File: src/rtl/cpu_pkg.sv
// Shared encodings and byte-lane helpers for the memory access path.
package cpu_pkg;

    localparam logic [1:0] SIZE_B = 2'd0;
    localparam logic [1:0] SIZE_H = 2'd1;
    localparam logic [1:0] SIZE_W = 2'd2;

    typedef enum logic [1:0] {
        IDLE = 2'd0,
        BUS  = 2'd1,
        RESP = 2'd2,
        ERR  = 2'd3
    } mau_state_t;

    // Reserved size 3 falls into the default (word) arm everywhere below.
    function automatic logic lane_misaligned(input logic [1:0] size, input logic [1:0] off);
        logic mis;
        case (size)
            SIZE_B:  mis = 1'b0;
            SIZE_H:  mis = off[0];
            default: mis = (off != 2'd0);
        endcase
        return mis;
    endfunction

    function automatic logic [3:0] lane_strb(input logic [1:0] size, input logic [1:0] off);
        logic [3:0] strb;
        case (size)
            SIZE_B:  strb = 4'b0001 << off;
            SIZE_H:  strb = 4'b0011 << off;
            default: strb = 4'hF;
        endcase
        return strb;
    endfunction

    function automatic logic [31:0] lane_wdata(input logic [1:0] size, input logic [31:0] wdata);
        logic [31:0] steered;
        case (size)
            SIZE_B:  steered = {4{wdata[7:0]}};
            SIZE_H:  steered = {2{wdata[15:0]}};
            default: steered = wdata;
        endcase
        return steered;
    endfunction

    function automatic logic [31:0] lane_load(input logic [1:0] size, input logic [1:0] off,
                                              input logic is_unsigned, input logic [31:0] rdata);
        logic [31:0] shifted;
        logic [31:0] ext;
        shifted = rdata >> {off, 3'b000};
        case (size)
            SIZE_B:  ext = is_unsigned ? {24'b0, shifted[7:0]}
                                       : {{24{shifted[7]}}, shifted[7:0]};
            SIZE_H:  ext = is_unsigned ? {16'b0, shifted[15:0]}
                                       : {{16{shifted[15]}}, shifted[15:0]};
            default: ext = rdata;
        endcase
        return ext;
    endfunction

endpackage

File: src/rtl/mem_lane_align.sv
// Combinational lane steering: alignment check, store strobes/data, load extract/extend.
module mem_lane_align
    import cpu_pkg::*;
(
    input  logic [1:0]  size,
    input  logic [1:0]  addr_lo,
    input  logic        is_unsigned,
    input  logic [31:0] wdata,
    input  logic [31:0] rdata,
    output logic        misaligned_c,
    output logic [3:0]  strb_c,
    output logic [31:0] wdata_c,
    output logic [31:0] rdata_c
);

    always_comb begin
        misaligned_c = lane_misaligned(size, addr_lo);
        strb_c       = lane_strb(size, addr_lo);
        wdata_c      = lane_wdata(size, wdata);
        rdata_c      = lane_load(size, addr_lo, is_unsigned, rdata);
    end

endmodule

File: src/rtl/mem_access_unit.sv
// Handshaked load/store engine: one request in flight, byte/half/word sizing,
// wait-state tolerant bus with misalignment and timeout errors.
module mem_access_unit
    import cpu_pkg::*;
#(
    parameter int unsigned ADDR_WIDTH = 32,
    parameter int unsigned TIMEOUT    = 16
) (
    input  logic                  clk,
    input  logic                  rstn,
    input  logic                  req_valid,
    output logic                  req_ready,
    input  logic                  req_we,
    input  logic [1:0]            req_size,
    input  logic                  req_unsigned,
    input  logic [ADDR_WIDTH-1:0] req_addr,
    input  logic [31:0]           req_wdata,
    output logic                  resp_valid,
    output logic                  resp_err,
    output logic [31:0]           resp_rdata,
    output logic                  bus_valid,
    input  logic                  bus_ready,
    output logic                  bus_we,
    output logic [3:0]            bus_strb,
    output logic [ADDR_WIDTH-1:0] bus_addr,
    output logic [31:0]           bus_wdata,
    input  logic [31:0]           bus_rdata
);

    localparam int unsigned CNT_W      = (TIMEOUT > 1) ? $clog2(TIMEOUT) : 1;
    localparam logic        TIMEOUT_EN = (TIMEOUT != 0);
    localparam logic [CNT_W-1:0] CNT_LAST = CNT_W'(TIMEOUT - 1);

    mau_state_t            state_q, state_d;
    logic [CNT_W-1:0]      cnt_q, cnt_d;
    logic                  we_q, we_d;
    logic [1:0]            size_q, size_d;
    logic [1:0]            off_q, off_d;
    logic                  uns_q, uns_d;
    logic                  req_ready_q, req_ready_d;
    logic                  resp_valid_q, resp_valid_d;
    logic                  resp_err_q, resp_err_d;
    logic [31:0]           resp_rdata_q, resp_rdata_d;
    logic                  bus_valid_q, bus_valid_d;
    logic                  bus_we_q, bus_we_d;
    logic [3:0]            bus_strb_q, bus_strb_d;
    logic [ADDR_WIDTH-1:0] bus_addr_q, bus_addr_d;
    logic [31:0]           bus_wdata_q, bus_wdata_d;

    logic        in_idle;
    logic [1:0]  al_size;
    logic [1:0]  al_off;
    logic        mis_c;
    logic [3:0]  strb_c;
    logic [31:0] wdata_c;
    logic [31:0] rdata_c;

    // In IDLE the lane logic checks the incoming request; otherwise it decodes the latched one.
    assign in_idle = (state_q == IDLE);
    assign al_size = in_idle ? req_size : size_q;
    assign al_off  = in_idle ? req_addr[1:0] : off_q;

    mem_lane_align u_align (
        .size         (al_size),
        .addr_lo      (al_off),
        .is_unsigned  (uns_q),
        .wdata        (req_wdata),
        .rdata        (bus_rdata),
        .misaligned_c (mis_c),
        .strb_c       (strb_c),
        .wdata_c      (wdata_c),
        .rdata_c      (rdata_c)
    );

    always_comb begin
        state_d      = state_q;
        cnt_d        = cnt_q;
        we_d         = we_q;
        size_d       = size_q;
        off_d        = off_q;
        uns_d        = uns_q;
        resp_valid_d = 1'b0;
        resp_err_d   = 1'b0;
        resp_rdata_d = 32'd0;
        bus_we_d     = bus_we_q;
        bus_strb_d   = bus_strb_q;
        bus_addr_d   = bus_addr_q;
        bus_wdata_d  = bus_wdata_q;

        case (state_q)
            IDLE: begin
                if (req_valid) begin
                    if (mis_c) begin
                        state_d      = ERR;
                        resp_valid_d = 1'b1;
                        resp_err_d   = 1'b1;
                    end else begin
                        state_d     = BUS;
                        cnt_d       = '0;
                        we_d        = req_we;
                        size_d      = req_size;
                        off_d       = req_addr[1:0];
                        uns_d       = req_unsigned;
                        bus_we_d    = req_we;
                        bus_strb_d  = req_we ? strb_c : 4'b0000;
                        bus_addr_d  = {req_addr[ADDR_WIDTH-1:2], 2'b00};
                        bus_wdata_d = req_we ? wdata_c : 32'd0;
                    end
                end
            end
            BUS: begin
                if (bus_ready) begin
                    state_d      = RESP;
                    resp_valid_d = 1'b1;
                    resp_rdata_d = we_q ? 32'd0 : rdata_c;
                end else if (TIMEOUT_EN && (cnt_q == CNT_LAST)) begin
                    state_d      = ERR;
                    resp_valid_d = 1'b1;
                    resp_err_d   = 1'b1;
                end else begin
                    cnt_d = cnt_q + CNT_W'(1);
                end
            end
            RESP:    state_d = IDLE;
            ERR:     state_d = IDLE;
            default: state_d = IDLE;
        endcase

        req_ready_d = (state_d == IDLE);
        bus_valid_d = (state_d == BUS);
    end

    always_ff @(posedge clk or negedge rstn) begin
        if (!rstn) begin
            state_q      <= IDLE;
            cnt_q        <= '0;
            we_q         <= 1'b0;
            size_q       <= SIZE_B;
            off_q        <= 2'd0;
            uns_q        <= 1'b0;
            req_ready_q  <= 1'b1;
            resp_valid_q <= 1'b0;
            resp_err_q   <= 1'b0;
            resp_rdata_q <= 32'd0;
            bus_valid_q  <= 1'b0;
            bus_we_q     <= 1'b0;
            bus_strb_q   <= 4'b0000;
            bus_addr_q   <= '0;
            bus_wdata_q  <= 32'd0;
        end else begin
            state_q      <= state_d;
            cnt_q        <= cnt_d;
            we_q         <= we_d;
            size_q       <= size_d;
            off_q        <= off_d;
            uns_q        <= uns_d;
            req_ready_q  <= req_ready_d;
            resp_valid_q <= resp_valid_d;
            resp_err_q   <= resp_err_d;
            resp_rdata_q <= resp_rdata_d;
            bus_valid_q  <= bus_valid_d;
            bus_we_q     <= bus_we_d;
            bus_strb_q   <= bus_strb_d;
            bus_addr_q   <= bus_addr_d;
            bus_wdata_q  <= bus_wdata_d;
        end
    end

    assign req_ready  = req_ready_q;
    assign resp_valid = resp_valid_q;
    assign resp_err   = resp_err_q;
    assign resp_rdata = resp_rdata_q;
    assign bus_valid  = bus_valid_q;
    assign bus_we     = bus_we_q;
    assign bus_strb   = bus_strb_q;
    assign bus_addr   = bus_addr_q;
    assign bus_wdata  = bus_wdata_q;

endmodule

File: config.mk
export PLATFORM = sky130hd
export DESIGN_NAME = mem_access_unit
export DESIGN_NICKNAME = d
export VERILOG_FILES = /design/src/rtl/cpu_pkg.sv /design/src/rtl/mem_lane_align.sv /design/src/rtl/mem_access_unit.sv
export SDC_FILE = /design/constraint.sdc
export NUM_CORES = 1
export LEC_CHECK = 0
export CAP_MARGIN = 0
export CORE_MARGIN = 4
export CORE_UTILIZATION = 30
export DETAILED_ROUTE_END_ITERATION = 10
export PLACE_DENSITY = 0.68
export SYNTH_ARGS = -nofsm -noshare
export SYNTH_HDL_FRONTEND = slang
export SYNTH_SLANG_ARGS = --single-unit
File: constraint.sdc
create_clock -name clk -period 4.2 [get_ports clk]
set_input_delay 0.84 -clock clk [delete_from_list [all_inputs] [get_ports clk]]
set_output_delay 0.84 -clock clk [all_outputs]
set_load 0.01 [all_outputs]
Word level (Yosys, flattened, before mapping):

Index checks and enable logic that the tools add are counted.

* output and inout port bits: 105
* logic and storage cells: 67
* input bits: 104
* register bits: 114

* reductions and logical operators: 8
* bitwise operators: 1
* mux-type cells: 30
* $add $sub $neg: 1
* shift-type cells: 3
* equality and inequality tests: 10

Operator list (count)
* 32-bit 2-to-1 mux: 6
* 32-bit case mux with 2 select lines: 2
* 32-bit by 5-bit >> shifter with 16-bit output: 1
* 4-bit 2-to-1 mux: 5
* 4-bit case mux with 2 select lines: 2
* 2-bit 2-to-1 mux: 6
* 2-bit inequality test, second input constant: 4
* 2-bit by 1-bit == test with 1-bit output, second input constant: 3
* 2-bit zero test: 3
* 1-bit case mux with 2 select lines: 3
* 2-bit case mux with 3 select lines: 1
* 1-bit 2-to-1 mux: 5
* 5-bit AND reduction: 1
* 4-bit by 1-bit adder with 4-bit output, second input constant: 1
* 2-bit == test, second input constant: 2
* 4-bit == test, second input constant: 1
* 2-bit nonzero test: 2
* 1-bit by 2-bit left shift with 4-bit output, first input constant: 1
* 2-bit by 2-bit left shift with 4-bit output, first input constant: 1
* 3-bit AND reduction: 1
* 2-bit OR reduction: 1
* 1-bit inverter: 1

Longest topological paths before layout:

* depth in word-level cells: 8
* gate-level depth with buffers: 9

Modules after synthesis:

A second synthesis with hierarchy kept.

* cells, all modules: 544
* area, all modules: 5715.5 um^2

By module, submodules not included
* mem_access_unit: area each 4464.3 um^2, sequential area each 2854.0 um^2, cells each 351, instances 1
* mem_lane_align: area each 1251.2 um^2, sequential area each 0.0 um^2, cells each 193, instances 1

Worst setup path after synthesis:

Ideal clock, no wire load.

* path type: input-to-reg
* from: input req_addr[1]
* to: register resp_rdata_q[20], in the netlist resp_rdata[20]
* data arrival time: 2.143 ns
* setup slack: 1.922 ns
* stages: 7
* path through: or3b_1 -> buf_2 -> nand3_1 -> a211oi_2 -> o21ai_2 -> buf_2 -> a211oi_2

* cells in the longest elaborated chain, start to end: 7
* elaborated cells on any way between the ends: 8

RTL lines
* start, declared: line mem_access_unit.sv:16 `input logic [ADDR_WIDTH-1:0] req_addr,`
* 2-bit 2-to-1 mux (*): line mem_access_unit.sv:61 `assign al_off = in_idle ? req_addr[1:0] : off_q;`
* 32-bit by 5-bit >> shifter with 16-bit output (*): line cpu_pkg.sv:50 `shifted = rdata >> {off, 3'b000};`
* 32-bit 2-to-1 mux, on equally long branches: line cpu_pkg.sv:54, cpu_pkg.sv:52
* 32-bit case mux with 2 select lines (*): line cpu_pkg.sv:51 `case (size)`
* 32-bit 2-to-1 mux (*): line mem_access_unit.sv:115 `resp_rdata_d = we_q ? 32'd0 : rdata_c;`
* 32-bit 2-to-1 mux (*): line mem_access_unit.sv:112 `if (bus_ready) begin`
* 32-bit 2-to-1 mux (*): line mem_access_unit.sv:90 `case (state_q)`
* named net resp_rdata_d[20]: line mem_access_unit.sv:43 `logic [31:0] resp_rdata_q, resp_rdata_d;`
* end signal, assigned: line mem_access_unit.sv:160 `resp_rdata_q <= resp_rdata_d;`
* end, declared: line mem_access_unit.sv:43

Mark *: on every way through the listed nets, which the timed path passes. The rest lies on a longest branch.
A chain may end at the register's enable or synchronous reset.

Final worst setup path:

* from: input req_addr[1]
* to: register resp_rdata_q[18], in the netlist resp_rdata[18]

Same word-level chain as after synthesis.

==> results.yml <==
run_status:
  status: "finished, final reports clean"
cts:
  cts-root-buf: "clkbuf_16"
  cts_hold_buf: 0
  clk_pin_slew_ns: 0.06
  htreeDepth: 4
  cts_tree: "built"
  cts.sinks: 114
  cts_setup_buffers: 0
  clk_path_buf_depth: 2
  cts_resized: 0
  clk_latency_ns: 0.41
  cts_buffers: 17
power_and_ir_drop:
  ir_drop_mv: 0.326
  power.density_nw_per_um2: 759
  finalPower_mw: 6.47
  p_leak_nw: 3.75
global_route:
  grt_pass1_wl_um: 29100
  grt_max_degree: 74
  grt_usage_pct: 17.3
  grt-ovfl-total: 0
  antenna_found_initial: 1
  grt_pass1_vias: 5116
synthesis:
  synthesis.area_um2: 5630
  yosys-top-cells-area: "dfrtp_1 50%, nand2_1 12%, nand3_1 3.6%"
  yosysSeqAreaShare_pct: 50.7
  yosysWarnings: 0
  avgSynthCellArea_um2: 9.41
  yosys.area.top_type: "dfrtp_1"
  synth_most_common_cell: "nand2_1"
  synth_commonest_cells: "177 x nand2_1, 113 x dfrtp_1, 41 x nand3_1"
  synth_edf_count: 0
  synth_top_cell_area_share_pct: 50.2
  synth_cells: 598
  ys.flop_type: "dfrtp_1"
  ys_types: 61
  synth-seq-cells: 114
  async_flop_share_pct: 100
route:
  wirelength_um: 18300
  vias: 5048
  routedWlPerCell_um: 17.7
  drc_errors: 0
  ant_nets: 0
  drtIter0Drc: 350
  drt-vias-per-instance: 4.88
  drt_first_pass_iters: 8
critical_path:
  max_stage_delay_ns: 0.66
  cp-start-kind: "input port"
  path_class: "input port to register"
  endpoint_kind: "register"
  path_cells: "clkdlybuf4s50_1 > or3b_1 > nand3_4 > o211ai_4 > a41oi_4 > a211oi_1"
  path_buf_inv: 1
  crit_slowest_cell: "a41oi_4"
  critical-path-top-delay-family: "compound AO/OA/AOI/OAI gates"
  critical_path_required_ns: 4.44
  cp.arrival_ns: 3.15
  worstPathMaxFanout: 16
finish:
  areaGrowthSynthToFinish_pct: 51.4
  fill_cells: 1726
  multi_input_area_um2: 2550
  layout.nets: 897
  area.sequential_um2: 2850
  drive_above_1_share_pct: 11.7
floorplanning:
  core-area_um2: 18200
  start_util_pct: 30.9
  boundaryPins: 209
  die_x_um: 145
  die_h_um: 145
  rows: 49
  design.die.area_um2: 21000
sta:
  setup_tns_ns: 0
  post-route-period-util_pct: 69.3
  rsz0062_at_grt: "false"
  final_hold_viol_count: 0
  max_freq_mhz: 344
  finClkSkew_ns: 0.00632
  worst_slew_pin_slew_ns: 0.746
  slew_violations: 0
  post-route-min-period_ns: 2.91
  maxSlewHeadroom_pct: 50.3
  setup_viol: 0
place:
  dp_hpwl_um: 13300
  numPortBuffers: 206
  place.gp.congestion: 0.867
worst_hold_path:
  hp-class: "input port to asynchronous set/reset pin"
flow_run:
  drv_cap: 0
kinds of logic (layout without fill, tap and decap cells):
family                   count (synthesis)  in the layout  synth area share (%)
AO/OA/AOI/OAI                          130            130                  17.4
XOR/XNOR                                 1              1                 0.156
adder cells (fa/ha/maj)                  1              1                 0.222
buffers and inverters                   47            253                  4.49
flip-flops                             114            114                  50.7
multiplexers                            20             20                  4.25
other                                    1              3                0.0666
AND/OR/NAND/NOR                        284            284                  22.7
final timing paths:
path                       depth (start not counted)  slack (ns)     startpoint        endpoint
setup / recovery                                   6        1.29    req_addr[1]  resp_rdata[18]
hold / removal                                     1        0.45           rstn        cnt_q[3]
setup reg to reg                                   5        1.48     state_q[1]  resp_rdata[18]
hold reg to reg                                    2        0.46  bus_wdata[17]   bus_wdata[17]
max in group asynchronous                          2        2.96           rstn   bus_wdata[13]
min in group clk                                   2        0.46  bus_wdata[17]   bus_wdata[17]
cell usage in the layout, fill, tap and decap left out, types with 2 or more instances in the layout:
| master | n |
|---|---|
| clkdlybuf4s50_1 | 205 |
| nand2_1 | 177 |
| dfrtp_1 | 113 |
| nand3_1 | 41 |
| a21oi_1 | 33 |
| nor2_1 | 31 |
| o21ai_0 | 27 |
| mux2_2 | 17 |
| clkbuf_16 | 17 |
| a211oi_2 | 12 |
| a31oi_1 | 10 |
| and2_1 | 10 |
| o21ai_1 | 9 |
| a22o_1 | 8 |
| inv_1 | 7 |
| o2bb2ai_1 | 7 |
| buf_4 | 7 |
| nand2b_1 | 6 |
| a211oi_1 | 6 |
| bufinv_16 | 5 |
| clkbuf_8 | 4 |
| clkinv_2 | 4 |
| or2_1 | 2 |
| o21ai_2 | 2 |
| mux2i_4 | 2 |
| nor3_4 | 2 |
| nor3_1 | 2 |
| conb_1 | 2 |
| buf_12 | 2 |
through the flow:
| stage | util [%] | worst slack, ns | cell area, um2 | cells | hold WS [ns] |
|---|---|---|---|---|---|
| global placement | 43.2 | 0.929 | 7860 | 1002 | 0.451 |
| detailed placement | 43.2 | 0.894 | 7860 | 1002 | 0.454 |
| global route | 46.8 | 1.18 | 8520 | 1035 | 0.481 |
| floorplan | - | 1.92 | 5630 | 599 | 0.465 |
| CTS | 46.8 | 1.31 | 8520 | 1034 | 0.453 |
| finish | 46.8 | 1.29 | 8520 | 1035 | 0.445 |
registers in the layout, summed over array words and instances (netlist names):
| register | count |
|---|---|
| bus_wdata | 32 |
| resp_rdata | 32 |
| bus_addr | 30 |
| bus_strb | 4 |
| cnt_q | 4 |
| off_q | 2 |
| size_q | 2 |
| state_q | 2 |
| bus_valid | 1 |
| bus_we | 1 |
| req_ready | 1 |
| resp_err | 1 |
| resp_valid | 1 |
| uns_q | 1 |
where the power goes:
part	switching (mW)	internal [mW]
Sequential	0.295	1.53
Clock	0.503	1.11
Combinational	1.66	1.38
Total	2.45	4.02
routing by layer:
| metal | global-route usage, % | up-vias | part of all wire (%) |
|---|---|---|---|
| met5 | 0 | - | 0 |
| met4 | 6.89 | 0 | 2.5 |
| met3 | 4.55 | 30 | 5.5 |
| met2 | 27.3 | 186 | 47 |
| met1 | 23.0 | 2400 | 45 |
| li1 | - | 2432 | - |
worst reg2reg max path: stages, from the launching register on:
cell	delay (ns)
dfrtp_1	0.64
o21ai_1	0.45
and2_1	0.54
a2111oi_4	0.11
a41oi_4	0.63
a211oi_1	0.17
cell type report:
| type | count | area share (%) |
|---|---|---|
| Multi-Input combinational cell | 438 | 29.9 |
| Timing Repair Buffer | 214 | 25.2 |
| Clock inverter | 10 | 2.08 |
| Clock buffer | 22 | 5.68 |
| Tap cell | 229 | 3.36 |
| Antenna cell | 1 | 0.0294 |
| Inverter | 7 | 0.308 |
| Sequential cell | 114 | 33.5 |
No activity file was read; power rests on OpenSTA's default activity.
